<file path="src/rtl/id_ex_stage_reg.sv">
// ID/EX pipeline register with load-use bubble insertion, EX flush and hold.
// Define ID_EX_BUBBLE_CNT_EN to add the bubble_count port and counter.
module id_ex_stage_reg #(
    parameter int XLEN   = 32,
    parameter int CTRL_W = 16,
    parameter int CNT_W  = 32
) (
    input  logic              clk,
    input  logic              rst,
    input  logic              id_valid,
    input  logic [XLEN-1:0]   id_pc,
    input  logic [XLEN-1:0]   id_op1,
    input  logic [XLEN-1:0]   id_op2,
    input  logic [XLEN-1:0]   id_imm,
    input  logic [4:0]        id_rs1_addr,
    input  logic [4:0]        id_rs2_addr,
    input  logic              id_rs1_used,
    input  logic              id_rs2_used,
    input  logic [4:0]        id_rd_addr,
    input  logic              id_reg_write,
    input  logic              id_mem_read,
    input  logic [CTRL_W-1:0] id_ctrl,
    input  logic              flush,
    input  logic              ex_hold,
    output logic              id_stall,
    output logic              ex_valid,
    output logic [XLEN-1:0]   ex_pc,
    output logic [XLEN-1:0]   ex_op1,
    output logic [XLEN-1:0]   ex_op2,
    output logic [XLEN-1:0]   ex_imm,
    output logic [4:0]        ex_rs1_addr,
    output logic [4:0]        ex_rs2_addr,
    output logic [4:0]        ex_rd_addr,
    output logic              ex_reg_write,
    output logic              ex_mem_read,
    output logic [CTRL_W-1:0] ex_ctrl
`ifdef ID_EX_BUBBLE_CNT_EN
    ,
    output logic [CNT_W-1:0]  bubble_count
`endif
);

    logic rs1_hit;
    logic rs2_hit;
    logic load_use;
    logic clear;

    assign rs1_hit  = id_rs1_used & (id_rs1_addr == ex_rd_addr);
    assign rs2_hit  = id_rs2_used & (id_rs2_addr == ex_rd_addr);
    assign load_use = ex_valid & ex_mem_read & (ex_rd_addr != 5'd0)
                    & id_valid & (rs1_hit | rs2_hit);
    assign id_stall = ~flush & (ex_hold | load_use);

    // Reset, flush and a load-use bubble all leave an empty EX slot.
    assign clear = rst | flush | (~ex_hold & load_use);

    always_ff @(posedge clk) begin
        if (clear) begin
            ex_valid     <= 1'b0;
            ex_pc        <= '0;
            ex_op1       <= '0;
            ex_op2       <= '0;
            ex_imm       <= '0;
            ex_rs1_addr  <= '0;
            ex_rs2_addr  <= '0;
            ex_rd_addr   <= '0;
            ex_reg_write <= 1'b0;
            ex_mem_read  <= 1'b0;
            ex_ctrl      <= '0;
        end else if (!ex_hold) begin
            ex_valid     <= id_valid;
            ex_pc        <= id_pc;
            ex_op1       <= id_op1;
            ex_op2       <= id_op2;
            ex_imm       <= id_imm;
            ex_rs1_addr  <= id_rs1_addr;
            ex_rs2_addr  <= id_rs2_addr;
            ex_rd_addr   <= id_rd_addr;
            // An empty slot must not carry side-effecting control.
            ex_reg_write <= id_valid & id_reg_write;
            ex_mem_read  <= id_valid & id_mem_read;
            ex_ctrl      <= id_valid ? id_ctrl : '0;
        end
    end

`ifdef ID_EX_BUBBLE_CNT_EN
    always_ff @(posedge clk) begin
        if (rst) begin
            bubble_count <= '0;
        end else if (!flush && !ex_hold && load_use) begin
            bubble_count <= bubble_count + 1'b1;
        end
    end
`else
    logic [CNT_W-1:0] unused_cnt_w;
    assign unused_cnt_w = '0;
`endif

endmodule

</file>
<file path="config.mk">
export PLATFORM = sky130hd
export DESIGN_NAME = id_ex_stage_reg
export DESIGN_NICKNAME = d
export VERILOG_FILES = /design/src/rtl/id_ex_stage_reg.sv
export SDC_FILE = /design/constraint.sdc
export NUM_CORES = 1
export LEC_CHECK = 0
export BUFFER_PORTS_ARGS = -buffer_cell sky130_fd_sc_hd__buf_2
export CAP_MARGIN = 20
export CORE_MARGIN = 10
export CORE_UTILIZATION = 35
export CTS_BUF_LIST = sky130_fd_sc_hd__clkbuf_16
export DETAILED_ROUTE_END_ITERATION = 16
export PLACE_DENSITY = 0.66
export REMOVE_ABC_BUFFERS = 1
export SLEW_MARGIN = 15
export SYNTH_ARGS = -nofsm -noshare
export SYNTH_HDL_FRONTEND = slang
export SYNTH_SLANG_ARGS = --single-unit
</file>
<file path="constraint.sdc">
create_clock -name clk -period 1.5 [get_ports clk]
set_input_delay 0.15 -clock clk [delete_from_list [all_inputs] [get_ports clk]]
set_output_delay 0.15 -clock clk [all_outputs]
set_load 0.02 [all_outputs]
</file>
# After elaboration in Yosys (flattened, before gate mapping)
# Cells that the tools add are included.
[totals]
word_cells = 31
regBits = 162
out_inout_bits = 163
[op_classes]
bitwise_logic = 16
mux = 1
reduce_logical = 1
eq_ne = 2
[ops]
columns = ["op", "n"]
rows = [
  ["2-to-1 mux 16 bit", 1],
  ["bitwise AND 1 bit", 10],
  ["== test 5 bit", 2],
  ["nonzero test 5 bit", 1],
  ["OR 1 bit", 4],
  ["NOT 1 bit", 2],
]

# Logic depth before layout (Yosys ltp)
[logic_depth]
depth_word = 6
ltp_mapped = 7

# Worst setup path after synthesis
# OpenSTA, ideal clock, no wires.
[synth_path]
path_kind = "register to output"
start = "reg ex_rd_addr[4]"
end = "out id_stall"
path_buffers = 1
path_slack_ps = -433
stages_incl_launch_ff = 6
arrival_time_ps = 1783
path_cell_list = "dfxtp_1 > xnor2_1 > nand4_1 > o22a_1 > clkbuf_1 > o31ai_1"
[synth_between]
elab_chain_cells = 6
[synth_rtl]
columns = ["item", "line", "rtl"]
rows = [
  ["start, declared", "33", "output logic [4:0] ex_rd_addr,"],
  ["start signal, assigned", "78", "ex_rd_addr <= id_rd_addr;"],
  ["== test 5 bit, or another cell as far along", "48", "assign rs1_hit = id_rs1_used & (id_rs1_addr == ex_rd_addr);"],
  ["bitwise AND 1 bit, on equally long branches", "48, 49, 50", ""],
  ["OR 1 bit / bitwise AND 1 bit (equally long branches)", "51", "& id_valid & (rs1_hit | rs2_hit);"],
  ["bitwise AND 1 bit (*)", "51", ""],
  ["OR 1 bit (*)", "52", "assign id_stall = ~flush & (ex_hold | load_use);"],
  ["bitwise AND 1 bit (*)", "52", ""],
  ["end, declared", "25", "output logic id_stall,"],
]
# Every way passes the cells marked *; elsewhere a longest branch is shown, timed or not.

# Final worst setup path
[layout_path]
start = "reg ex_rd_addr[3]"
end = "reg ex_op1[18]"
[layout_between]
elab_chain_cells = 6
[layout_rtl]
columns = ["item", "line", "rtl"]
rows = [
  ["== test 5 bit, or another cell as far along", "48", ""],
  ["bitwise AND 1 bit, on equally long branches", "48, 49, 50", ""],
  ["OR 1 bit / bitwise AND 1 bit (equally long branches)", "51", ""],
  ["bitwise AND 1 bit (*)", "51", ""],
  ["bitwise AND 1 bit (*)", "55", "assign clear = rst | flush | (~ex_hold & load_use);"],
  ["OR 1 bit (*)", "55", ""],
  ["end signal, assigned", "73", "ex_op1 <= id_op1;"],
  ["end, declared", "28", "output logic [XLEN-1:0] ex_op1,"],
]
# Marks and branches as above.
# A chain may end at the register's enable or synchronous reset.

==> impl_metrics.ini <==
[critical_path]
cp_slowest_cell = or4_4
critPathCaptureType = register
cp_top_family = buffers and inverters
cp_data_required_time_ns = 1.85
start_kind = register
worstPathArrival_ns = 2.36
worst-path-buf-inv = 5
critPathMostFrequentCell = buf_12
crit_type = register to register
max_stage_delay_ns = 0.54
path_cells = or4_4, o2111ai_4, buf_12, buf_8, buf_12, buf_12, buf_12, a32oi_2, o21ai_1
path_max_fanout = 7

[route]
viasPerCell = 5.37
wl_per_cell_um = 19.1
drtPass1Iterations = 5
dr.first_iter.drc_count = 515
wl_mm = 28.9
final_antenna_net_count = 0
vias = 8136
drc_errors = 0

[yosys]
synth.area.top_cells = dfxtp_1 48%, a32oi_1 19%, o21ai_0 8.5%, nand2_1 8.1%, clkbuf_1 3.3%
synth_cell_types = 25
seq_area_frac_synth = 0.479
synth_top_cell_area_share = 0.479
syn_area_sq_um = 6770
ys_seq_elements = 162
yosys.area.top_type = dfxtp_1
yosys_warnings = 0
syn_inst = 757
post_synth.cell_area_avg_sq_um = 8.94

[clocking]
clkLatencyLatePin_ns = 0.42
cts_max_level = 4
path_clk_slew_ns = 0.07
cts_root_buf = clkbuf_16
cts-buffers-inserted = 17
cts.sinks = 162
clk_path_buf_depth = 2
cts_tree = yes

[timing]
slew_viol_final = 0
hold_violations = 0
finalWorstSetupSlack_ns = -0.508
skew_ns = 0.0107
rsz0062_at_grt = true
setup_violations = 163
period_share = 1.34
slew_headroom = 0.724
worst_pin_slew_ns = 0.414
whs_ns = 0.0233
min_period_ns = 2.01
fmax_mhz = 498

[placed_design]
portBuffers = 330
gp_congestion = 0.791
post-place-ws_ns = -0.300
dp.cells = 1312
hpwl_mm = 17.4

[final_layout]
area_growth_pct = 73.6
drive_gt1_frac = 0.380
nets = 1407
fillerInstances = 1517
seqCellArea_sq_um = 3250
multi_input_area_sq_um = 3340
fin_cells = 1514
fin_util = 0.624

[die]
die_h_um = 159
io_pins = 331
num_rows = 50
core_sq_um = 18800
dieArea_sq_um = 25300
die_width_um = 159
initial_core_util = 0.359

[run_status]
violations = setup timing
outcome = finished, violations left

[power]
p_leak_nw = 5.28
power_w = 0.0109
ir_drop_v = 0.000703
cellPowerDensity_nw_per_um2 = 926

[worst_hold_path]
min_path_type = primary input to register

[global_route]
grt_usage = 0.211
overflow = 0
antenna_found_initial = 3
grt_pass1_wl_mm = 44.6
grt_max_degree = 77
grt_pass1_vias = 8114

[flow_run]
max_cap_violations = 0
per-stage QoR:
stage / setup TNS [ns] / cell area [sq um]
final: -59.80 / 11700
after global routing: -71.42 / 11700
after CTS: -59.90 / 11500
after detailed placement: -38.79 / 8990
after global placement: -36.06 / 8990
after floorplan: -1265.78 / 6350
power by group:
group	switching, W	internal, W
Sequential	0.000145	0.00456
Clock	0.00196	0.00217
Combinational	0.00109	0.000942
Total	0.00319	0.00768
cell usage after synthesis (all sizes together):
library cell	n
nand2	146
o21ai	144
buf	26
o22a	1
o2111ai	1
nand4	2
clkbuf	61
nor3	1
o22ai	1
a21o	18
xnor2	10
and3	18
o31ai	1
a32oi	144
nand2b	1
or4	1
nor3b	1
dfxtp	162
a22o	18
worst paths after layout:
check | end | slack [ns] | start | cells past startpoint
setup / recovery | ex_op1[18]$_SDFFE_PP0N_ | -0.51 | ex_rd_addr[3]$_SDFFE_PP0N_ | 9
hold / removal | ex_rd_addr[0]$_SDFFE_PP0N_ | 0.02 | id_rd_addr[0] | 3
setup reg to reg | ex_op1[18]$_SDFFE_PP0N_ | -0.51 | ex_rd_addr[3]$_SDFFE_PP0N_ | 9
hold reg to reg | ex_op1[29]$_SDFFE_PP0N_ | 0.46 | ex_op1[29]$_SDFFE_PP0N_ | 2
sequential cells by signal, indices dropped and copies added (netlist names):
name / count
ex_reg_write: 1
ex_op2: 32
ex_ctrl: 16
ex_valid: 1
ex_rs2_addr: 5
ex_rs1_addr: 5
ex_pc: 32
ex_imm: 32
ex_rd_addr: 5
ex_op1: 32
ex_mem_read: 1
tightest hold or removal path: stages:
cell,delay (ns)
buf_2,0.13
nand2_1,0.06
o21ai_1,0.05
metal layers:
metal  share of wire  global-route usage
met3           0.065              0.0617
met5               0                   0
met2            0.49               0.342
met1            0.41               0.254
met4           0.034              0.0931
logic make-up (layout without fill, tap and decap cells):
| family | Yosys count | in the layout | share of synthesized area |
|---|---|---|---|
| AO/OA/AOI/OAI | 328 | 328 | 0.342 |
| AND/OR/NAND/NOR | 170 | 170 | 0.105 |
| flip-flops | 162 | 162 | 0.479 |
| buffers and inverters | 87 | 581 | 0.0610 |
| XOR/XNOR | 10 | 10 | 0.0129 |
| other | 0 | 3 | 0 |
placed cells by master (no fill, tap or decap), types with 2 or more instances in the layout:
cell type and count:
a21o_1 18, a22o_1 18, a32oi_1 126, a32oi_2 18
and3_1 18, buf_12 23, buf_16 7, buf_2 329
buf_4 29, buf_6 8, buf_8 11, clkbuf_16 20
clkinv_4 4, clkinvlp_4 2, dfxtp_1 160, dfxtp_2 2
diode_2 3, dlygate4sd3_1 139, inv_6 4, inv_8 3
nand2_1 146, nand4_1 2, o21ai_0 39, o21ai_1 104
xnor2_1 5, xnor2_2 5
timing repair:
| item | CTS | global route |
|---|---|---|
| hold buffers | 137 | 2 |
| gates resized for setup | 92 | 61 |
| buffers inserted | 13 | 7 |
| endpoints found under the hold margin | 137 | 2 |
| pin swaps | 40 | 46 |
| endpoints found under the setup margin | 163 | 163 |
| cloned | 10 | 3 |
area by class of cell:
type,instances,share of cell area
Antenna cell,3,0.000639
Clock buffer,17,0.0362
Clock inverter,14,0.0105
Multi-Input combinational cell,508,0.285
Sequential cell,162,0.276
Tap cell,260,0.0277
Timing Repair Buffer,550,0.364
(Power assumes the default switching activity.)
